### config.mk
export PLATFORM = sky130hd
export DESIGN_NAME = tomasulo_rs_multi
export DESIGN_NICKNAME = d
export VERILOG_FILES = /design/src/rtl/tomasulo_rs_multi.sv
export SDC_FILE = /design/constraint.sdc
export NUM_CORES = 2
export LEC_CHECK = 0
export ABC_AREA = 1
export ABC_CLOCK_PERIOD_IN_PS = 4100
export BUFFER_PORTS_ARGS = -buffer_cell sky130_fd_sc_hd__buf_2
export CAP_MARGIN = 20
export CORE_MARGIN = 4
export CORE_UTILIZATION = 50
export DETAILED_ROUTE_END_ITERATION = 6
export PLACE_DENSITY = 0.67
export SLEW_MARGIN = 5
export SYNTH_ARGS = -nofsm -noshare
export SYNTH_HDL_FRONTEND = slang
export SYNTH_SLANG_ARGS = --single-unit
### constraint.sdc
create_clock -name clk -period 4.1 [get_ports clk]
set_input_delay 0.41 -clock clk [delete_from_list [all_inputs] [get_ports clk]]
set_output_delay 0.41 -clock clk [all_outputs]
set_load 0.02 [all_outputs]
### src/rtl/tomasulo_rs_multi.sv
// Multi-CDB reservation station with flush, dispatch back-pressure and occupancy count.
// Define TOMASULO_RS_AGE_ORDER_EN for oldest-first issue via an age matrix; otherwise the lowest index issues first.

module tomasulo_rs_multi_entry #(
  parameter int CDB_N = 2,
  parameter int W     = 32,
  parameter int TAG_W = 4,
  parameter int FLD_W = 34
) (
  input  logic                        clk,
  input  logic                        rst_n,
  input  logic                        flush,
  input  logic                        alloc,
  input  logic                        issue,
  input  logic [FLD_W-1:0]            dis_fld,
  input  logic [1:0]                  dis_src_busy,
  input  logic [1:0][TAG_W-1:0]       dis_src_tag,
  input  logic [1:0][W-1:0]           dis_src_data,
  input  logic [CDB_N-1:0]            cdb_vld,
  input  logic [CDB_N-1:0][TAG_W-1:0] cdb_tag,
  input  logic [CDB_N-1:0][W-1:0]     cdb_wdata,
  output logic                        vld,
  output logic                        rdy,
  output logic [FLD_W-1:0]            fld,
  output logic [1:0][W-1:0]           src_data
);
  logic                  vld_q, vld_d, rdy_q, rdy_d;
  logic [FLD_W-1:0]      fld_q, fld_d;
  logic [1:0]            busy_q, busy_d, hit;
  logic [1:0][TAG_W-1:0] tag_q, tag_d;
  logic [1:0][W-1:0]     data_q, data_d, cap;

  always_comb begin
    fld_d  = fld_q;
    busy_d = busy_q;
    tag_d  = tag_q;
    data_d = data_q;
    hit    = '0;
    cap    = '0;
    if (alloc) begin
      fld_d  = dis_fld;
      busy_d = dis_src_busy;
      tag_d  = dis_src_tag;
      data_d = dis_src_data;
    end
    // Incoming entry snoops too; scanning high-to-low leaves the lowest matching port in cap.
    if (alloc || vld_q) begin
      for (int s = 0; s < 2; s++) begin
        for (int p = CDB_N-1; p >= 0; p--) begin
          if (busy_d[s] && cdb_vld[p] && cdb_tag[p] == tag_d[s]) begin
            hit[s] = 1'b1;
            cap[s] = cdb_wdata[p];
          end
        end
      end
      for (int s = 0; s < 2; s++) begin
        if (hit[s]) begin
          busy_d[s] = 1'b0;
          data_d[s] = cap[s];
        end
      end
    end
    if (flush || issue) begin
      vld_d = 1'b0;
      rdy_d = 1'b0;
    end else begin
      vld_d = vld_q | alloc;
      rdy_d = (vld_q | alloc) & ~|busy_d;
    end
  end

  always_ff @(posedge clk or negedge rst_n) begin
    if (!rst_n) begin
      vld_q <= 1'b0;
      rdy_q <= 1'b0;
    end else begin
      vld_q <= vld_d;
      rdy_q <= rdy_d;
    end
  end

  always_ff @(posedge clk) begin
    fld_q  <= fld_d;
    busy_q <= busy_d;
    tag_q  <= tag_d;
    data_q <= data_d;
  end

  assign vld      = vld_q;
  assign rdy      = rdy_q;
  assign fld      = fld_q;
  assign src_data = data_q;
endmodule

module tomasulo_rs_multi #(
  parameter int N       = 8,
  parameter int CDB_N   = 2,
  parameter int W       = 32,
  parameter int TAG_W   = 4,
  parameter int ROBID_W = 4,
  parameter int OPC_W   = 5,
  parameter int REG_W   = 5,
  parameter int IMM_W   = 16
) (
  input  logic                     clk,
  input  logic                     rst_n,
  input  logic                     dis_vld,
  output logic                     dis_rdy,
  input  logic [OPC_W-1:0]         dis_opcode,
  input  logic [REG_W-1:0]         dis_wa,
  input  logic [IMM_W-1:0]         dis_imm,
  input  logic [ROBID_W-1:0]       dis_robid,
  input  logic [TAG_W-1:0]         dis_tag,
  input  logic [1:0]               dis_src_busy,
  input  logic [2*TAG_W-1:0]       dis_src_tag,
  input  logic [2*W-1:0]           dis_src_data,
  input  logic [CDB_N-1:0]         cdb_vld,
  input  logic [CDB_N*TAG_W-1:0]   cdb_tag,
  input  logic [CDB_N*W-1:0]       cdb_wdata,
  output logic                     cdb_req,
  input  logic                     cdb_gnt,
  input  logic                     flush,
  output logic                     iss_vld_r,
  output logic [OPC_W-1:0]         iss_op,
  output logic [REG_W-1:0]         iss_wa,
  output logic [IMM_W-1:0]         iss_imm,
  output logic [ROBID_W-1:0]       iss_robid,
  output logic [TAG_W-1:0]         iss_tag,
  output logic [2*W-1:0]           iss_rdata,
  output logic [$clog2(N+1)-1:0]   occ_r
);
  localparam int FLD_W = OPC_W + REG_W + IMM_W + ROBID_W + TAG_W;
  localparam int OCC_W = $clog2(N+1);

  logic [N-1:0]            vld, rdy, ready, alloc_oh, sel_oh, issue_oh;
  logic [N-1:0][FLD_W-1:0] e_fld;
  logic [N-1:0][2*W-1:0]   e_data;
  logic [FLD_W-1:0]        dis_fld;
  logic                    alloc_en, grant;

  logic             iss_vld_q, iss_vld_d;
  logic [FLD_W-1:0] iss_fld_q, iss_fld_d;
  logic [2*W-1:0]   iss_data_q, iss_data_d;
  logic [OCC_W-1:0] occ_q, occ_d;

  assign dis_fld  = {dis_opcode, dis_wa, dis_imm, dis_robid, dis_tag};
  assign dis_rdy  = ~&vld;
  assign alloc_en = dis_vld & dis_rdy & ~flush;
  assign alloc_oh = ~vld & (vld + N'(1)) & {N{alloc_en}};
  assign ready    = vld & rdy;
  assign cdb_req  = |ready & ~flush;
  assign grant    = cdb_req & cdb_gnt;
  assign issue_oh = sel_oh & {N{grant}};

`ifdef TOMASULO_RS_AGE_ORDER_EN
  // age_q[i][j] set: entry i was dispatched before entry j.
  logic [N-1:0][N-1:0] age_q, age_d;

  always_comb begin
    age_d = age_q;
    for (int k = 0; k < N; k++) begin
      if (alloc_oh[k]) begin
        for (int j = 0; j < N; j++) begin
          age_d[k][j] = 1'b0;
          age_d[j][k] = (j != k);
        end
      end
    end
  end

  always_ff @(posedge clk or negedge rst_n) begin
    if (!rst_n) age_q <= '0;
    else        age_q <= age_d;
  end

  always_comb begin
    sel_oh = '0;
    for (int i = 0; i < N; i++)
      sel_oh[i] = ready[i] & ~|(ready & ~age_q[i] & ~(N'(1) << i));
  end
`else
  assign sel_oh = ready & (~ready + N'(1));
`endif

  for (genvar g = 0; g < N; g++) begin : g_ent
    tomasulo_rs_multi_entry #(
      .CDB_N(CDB_N), .W(W), .TAG_W(TAG_W), .FLD_W(FLD_W)
    ) u_ent (
      .clk          (clk),
      .rst_n        (rst_n),
      .flush        (flush),
      .alloc        (alloc_oh[g]),
      .issue        (issue_oh[g]),
      .dis_fld      (dis_fld),
      .dis_src_busy (dis_src_busy),
      .dis_src_tag  (dis_src_tag),
      .dis_src_data (dis_src_data),
      .cdb_vld      (cdb_vld),
      .cdb_tag      (cdb_tag),
      .cdb_wdata    (cdb_wdata),
      .vld          (vld[g]),
      .rdy          (rdy[g]),
      .fld          (e_fld[g]),
      .src_data     (e_data[g])
    );
  end

  always_comb begin
    iss_vld_d  = grant;
    iss_fld_d  = iss_fld_q;
    iss_data_d = iss_data_q;
    for (int i = 0; i < N; i++) begin
      if (issue_oh[i]) begin
        iss_fld_d  = e_fld[i];
        iss_data_d = e_data[i];
      end
    end
    if (flush) occ_d = '0;
    else       occ_d = occ_q + OCC_W'(alloc_en) - OCC_W'(grant);
  end

  always_ff @(posedge clk or negedge rst_n) begin
    if (!rst_n) begin
      iss_vld_q <= 1'b0;
      occ_q     <= '0;
    end else begin
      iss_vld_q <= iss_vld_d;
      occ_q     <= occ_d;
    end
  end

  always_ff @(posedge clk) begin
    iss_fld_q  <= iss_fld_d;
    iss_data_q <= iss_data_d;
  end

  assign iss_vld_r = iss_vld_q;
  assign occ_r     = occ_q;
  assign iss_rdata = iss_data_q;
  assign {iss_op, iss_wa, iss_imm, iss_robid, iss_tag} = iss_fld_q;
endmodule

== Word level (Yosys, flattened, before mapping) ==
Index checks and enable logic that the tools add are counted.

* Equality and inequality tests: 32
* Reductions and logical operators: 100
* $add $sub $neg: 4
* Mux-type cells: 185
* Bitwise logic cells: 28

{| class="wikitable"
|+ Operator list
! kind !! count
|-
| 2-to-1 mux 32 bit || 48
|-
| 2-to-1 mux 64 bit || 24
|-
| 2-to-1 mux 34 bit || 8
|-
| == test 4 bit || 32
|-
| 2-to-1 mux 1 bit || 80
|-
| logical AND 1 bit || 64
|-
| 2-to-1 mux 8 bit || 8
|-
| AND 8 bit || 5
|-
| 2-to-1 mux 2 bit || 16
|-
| adder 8 x 1 -> 8 bit, second input constant || 2
|-
| logical OR 1 bit || 16
|-
| NOT 8 bit || 2
|-
| OR reduction 2 bit || 8
|-
| AND 1 bit || 12
|-
| logical NOT 1 bit || 9
|-
| OR 1 bit || 8
|-
| AND reduction 8 bit || 1
|-
| nonzero test 8 bit || 1
|-
| OR reduction 8 bit || 1
|-
| adder 4 x 1 -> 4 bit || 1
|-
| 2-to-1 mux 4 bit || 1
|-
| subtractor 4 x 1 -> 4 bit || 1
|-
| NOT 1 bit || 1
|}

* Register bits: 983
* Input bits: 187
* Word-level logic and storage cells: 417
* Output and inout bits: 105

== Logic depth before layout (Yosys ltp) ==
* Word-level depth: 17
* Depth in mapped cells: 20
* Mapped depth without buffers: 16

== Cells and area by module ==
Synthesis repeated with hierarchy kept, for this count alone.

* Cells, all modules: 8,504
* Area total of the unflattened synthesis: 57,087.3 um^2

{| class="wikitable"
|+ By module, submodules not included
! module !! area an instance (um^2) !! cells an instance !! instances !! seq. area each (um^2)
|-
| tomasulo_rs_multi_entry || 5,815.6 || 826 || 8 || 2,552.4
|-
| tomasulo_rs_multi || 10,562.6 || 1,896 || 1 || 3,067.9
|}

== Worst setup path after synthesis ==
Ideal clock, no wire load.

* Path type: reg-to-reg
* Start: register g_ent[0].u_ent.vld_q
* End: register iss_fld_q[0] (enable)
* Clock period less this slack: 3.386 ns
* Path slack: 0.714 ns
* Setup time: 0.451 ns
* Arrival time: 2.935 ns
* Stages on the path, launching flop included: 10
* Buffers on the path: 1
* Required time: 3.649 ns
* Path through: dfrtp_1 -> buf_4 -> nand2_1 -> nand2_1 -> inv_1 -> nand2_1 -> nor2_1 -> nand2_1 -> nand3_2 -> inv_1

* Longest elaborated chain between the ends: 6
* Elaborated cells between the ends (all ways): 9
* Those cells by class: add/sub (1); bitwise (6); reduce/logical (2)

{| class="wikitable"
|+ RTL lines
! item !! line !! RTL
|-
| start, declared || 27 || <nowiki>logic vld_q, vld_d, rdy_q, rdy_d;</nowiki>
|-
| start signal, assigned || 77 || <nowiki>vld_q <= vld_d;</nowiki>
|-
| AND 8 bit * || 150 || <nowiki>assign ready = vld & rdy;</nowiki>
|-
| NOT 8 bit or OR reduction 8 bit (tied branches) || 182, 151 ||
|-
| adder 8 x 1 -> 8 bit or AND 1 bit (tied branches) || 182, 151 ||
|-
| AND 8 bit or AND 1 bit (tied branches) || 182, 152 ||
|-
| AND 8 bit * || 153 || <nowiki>assign issue_oh = sel_oh & {N{grant}};</nowiki>
|-
| nonzero test 8 bit (no source line) * || n/a ||
|-
| end signal, assigned || 233 || <nowiki>iss_fld_q <= iss_fld_d;</nowiki>
|-
| end, declared || 142 || <nowiki>logic [FLD_W-1:0] iss_fld_q, iss_fld_d;</nowiki>
|}

Mark *: on every way between the ends. The rest lies on a longest branch, timed or not.
A chain may end at the register's enable or synchronous reset.

==> metrics.txt <==
vias per cell 6.11; part of the cycle the worst path needs 0.879; Synthesis Warnings 0; post-synthesis cell type count 44; final wirelength 263 mm; endpoint class of the critical path flip-flop; Gate power share 0.150; clock skew 0.0619 ns; Ports 292; port bufs 291; total core area 0.113 sq mm; slew margin rel. 0.258; largest net degree at the start of global routing 120; Worst VDD drop 0.400 mV; Synth Flop Type dfxtp_1; # rows 123; Clock power frac 0.413; asr flop ratio synth 0.0214; routability congestion estimate 1.01; top achievable clock speed 278 MHz; Gates resized, CTS repair 0; total CTS buffers 111; Hold Path Class in -> reg; Final min period 3.60 ns; area of the multi-input gates 0.0283 sq mm; Setup Buffers After CTS 0; number of global-route vias before repair 57300; WL/cell 25.4 um; TritonCTS clock tree done; crit path max fanout 26; CP required 4.71 ns; failing checks design-rule violations; cell area after synthesis 0.0570 sq mm; static leakage 30.2 nW; Die H 346 um; total negative slack 0 ns; most frequent cells in the layout nand2_1, o21ai_0, nand3_1; Clock Path Buffers 3; PD cells 400 mW/mm^2; fin nets 8904; sequential fraction of the synthesis area 0.412; clock-pin slew of the registers on the worst-case setup and hold paths 0.06 ns; synthesized flop and latch total 983; Die W 346 um; Root Driver clkbuf_16; hpwl dp 165 mm; Post-Syn Nets 8908; startpoint class of the critical path flip-flop; status complete, but fails checks; sw frac 0.294; Post-route DRC 4; final setup vio count 0; Cells after Synth 8716; Max H-tree Level 3; initial drt markers 9281; first-pass GRT wire length 380 mm; number of synthesized flops with an enable pin 370; Psw 7.54 mW; DP Area 0.0599 sq mm; Antenna Nets Post-Route 0; DRT Pass-1 Iters 7; vias 63000; synthesis-to-layout area growth 12.5%; Final Cell Area 0.0641 sq mm; Int Pwr 18.1 mW; unrepaired setup endpoints after global routing false; kind of critical path reg -> reg; Sequential Power Share 0.437; gr usage total 0.421; Post-CTS Hold Fix Bufs 35; fraction of layout cells with a size suffix above 1 0.0912; worst slew pin tran 1.11 ns; Clk Latency, worst-skew pair 0.77 ns; Worst EP arrival 4.21 ns; final hold vios 0; worst hold slack 0.0696 ns; Slew Viols, Final 0; initial antenna violation count 18; starting density of the core 0.505; global route overflow 0; MaxCap Viol Count 0; register area 0.0235 sq mm; syn avg cell area 6.54 sq um; most common cell after layout, fill and taps aside nand2_1; clock sinks 983; DIE AREA 0.120 sq mm; Layout fillers 10800
[kinds of logic after synthesis]
| group | Yosys count | synth area share |
|---|---|---|
| buffers and inverters | 1377 | 0.0953 |
| XOR/XNOR | 12 | 0.00217 |
| flip-flops | 983 | 0.412 |
| adder cells (fa/ha/maj) | 5 | 0.00123 |
| AND/OR/NAND/NOR | 4943 | 0.366 |
| AO/OA/AOI/OAI | 1393 | 0.123 |
| multiplexers | 3 | 0.000527 |
[final timing paths]
check,from,to,slack (ns),cells after the start
worst min register to register,g_ent[4].u_ent.src_data[42]$_DFF_P_,g_ent[4].u_ent.src_data[42]$_DFF_P_,0.45,2
worst min-delay path,cdb_wdata[61],g_ent[2].u_ent.src_data[61]$_DFF_P_,0.07,5
min in group asynchronous,rst_n,g_ent[6].u_ent.vld$_DFF_PN0_,0.24,2
worst max register to register,g_ent[0].u_ent.vld$_DFF_PN0_,g_ent[1].u_ent.src_data[13]$_DFF_P_,0.50,15
max in group asynchronous,rst_n,g_ent[7].u_ent.vld$_DFF_PN0_,3.42,2
worst max-delay path,g_ent[0].u_ent.vld$_DFF_PN0_,g_ent[1].u_ent.src_data[13]$_DFF_P_,0.50,15
[worst max-delay path, stage by stage, from the launching register on]
cell	delay, ns
dfrtp_1	0.43
buf_4	0.30
inv_1	0.22
nor2_2	0.26
buf_4	0.22
nand4_1	0.28
nand2_1	0.22
nand2_1	0.09
a21oi_1	0.16
buf_4	0.36
nand3_2	0.17
nand2_2	0.27
nand2_1	0.08
buf_4	0.25
nand2_1	0.09
o21ai_0	0.07
[power by group through the flow]
| stage | combinational (mW) | sequential (mW) | clock [mW] |
|---|---|---|---|
| floorplan | 2.33 | 11.3 | 0 |
| global placement | 3.57 | 11.4 | 0 |
| detailed placement | 3.63 | 11.4 | 0 |
| CTS | 3.68 | 11.2 | 10.6 |
| global route | 4.18 | 11.3 | 11.0 |
| finish | 3.85 | 11.2 | 10.6 |
[final cells by class]
cell class,instances,share of cell area
tap,1500,0.0293
sequential,983,0.366
inverter,709,0.0419
timing repair buffer,551,0.0608
clock buffer,165,0.0501
clock inverter,45,0.00987
antenna,12,0.000468
multi-input combinational,6356,0.441
[Yosys cell counts (all sizes together), types with 3 or more instances]
| master | instances | share of area |
|---|---|---|
| nor2 | 594 | 0.041 |
| o21ai | 1040 | 0.091 |
| buf | 213 | 0.019 |
| clkinv | 13 | 0.00086 |
| nand2 | 3074 | 0.20 |
| mux2i | 3 | 0.00053 |
| nand3 | 779 | 0.070 |
| ha | 4 | 0.00088 |
| dfxtp | 592 | 0.21 |
| o211ai | 19 | 0.0025 |
| dfrtp | 21 | 0.0092 |
| nor3 | 177 | 0.016 |
| xor2 | 10 | 0.0019 |
| inv | 696 | 0.046 |
| a21oi | 331 | 0.029 |
| edfxtp | 370 | 0.19 |
| nand3b | 8 | 0.0011 |
| nand4 | 307 | 0.034 |
| clkbuf | 455 | 0.030 |
[registers in the layout, indices dropped and copies added (netlist names)]
signal,flops
g_ent.u_ent.src_data,512
g_ent.u_ent.fld,272
g_ent.u_ent.tag_q,64
iss_rdata,64
iss_fld_q,34
g_ent.u_ent.busy_q,16
g_ent.u_ent.rdy,8
g_ent.u_ent.vld,8
occ_r,4
iss_vld_r,1
[routing by layer]
metal	up-vias	routed length [um]	GRT usage
li1	28400	-	-
met1	28600	95200	0.531
met2	4817	109000	0.624
met3	1170	37700	0.126
met4	10	20900	0.277
met5	-	67	0
[metrics by stage]
| step | power [mW] | setup WS, ns | cells | util |
|---|---|---|---|---|
| 6_report | 25.7 | 0.497 | 10300 | 0.568 |
| 5_1_grt | 26.5 | 0.381 | 10300 | 0.568 |
| 4_1_cts | 25.5 | 0.598 | 10300 | 0.568 |
| 3_5_place_dp | 15.0 | 0.504 | 10100 | 0.531 |
| 3_3_place_gp | 15.0 | 0.527 | 10100 | 0.531 |
| 2_1_floorplan | 13.7 | 0.714 | 8716 | - |
(Power assumes the default switching activity.)
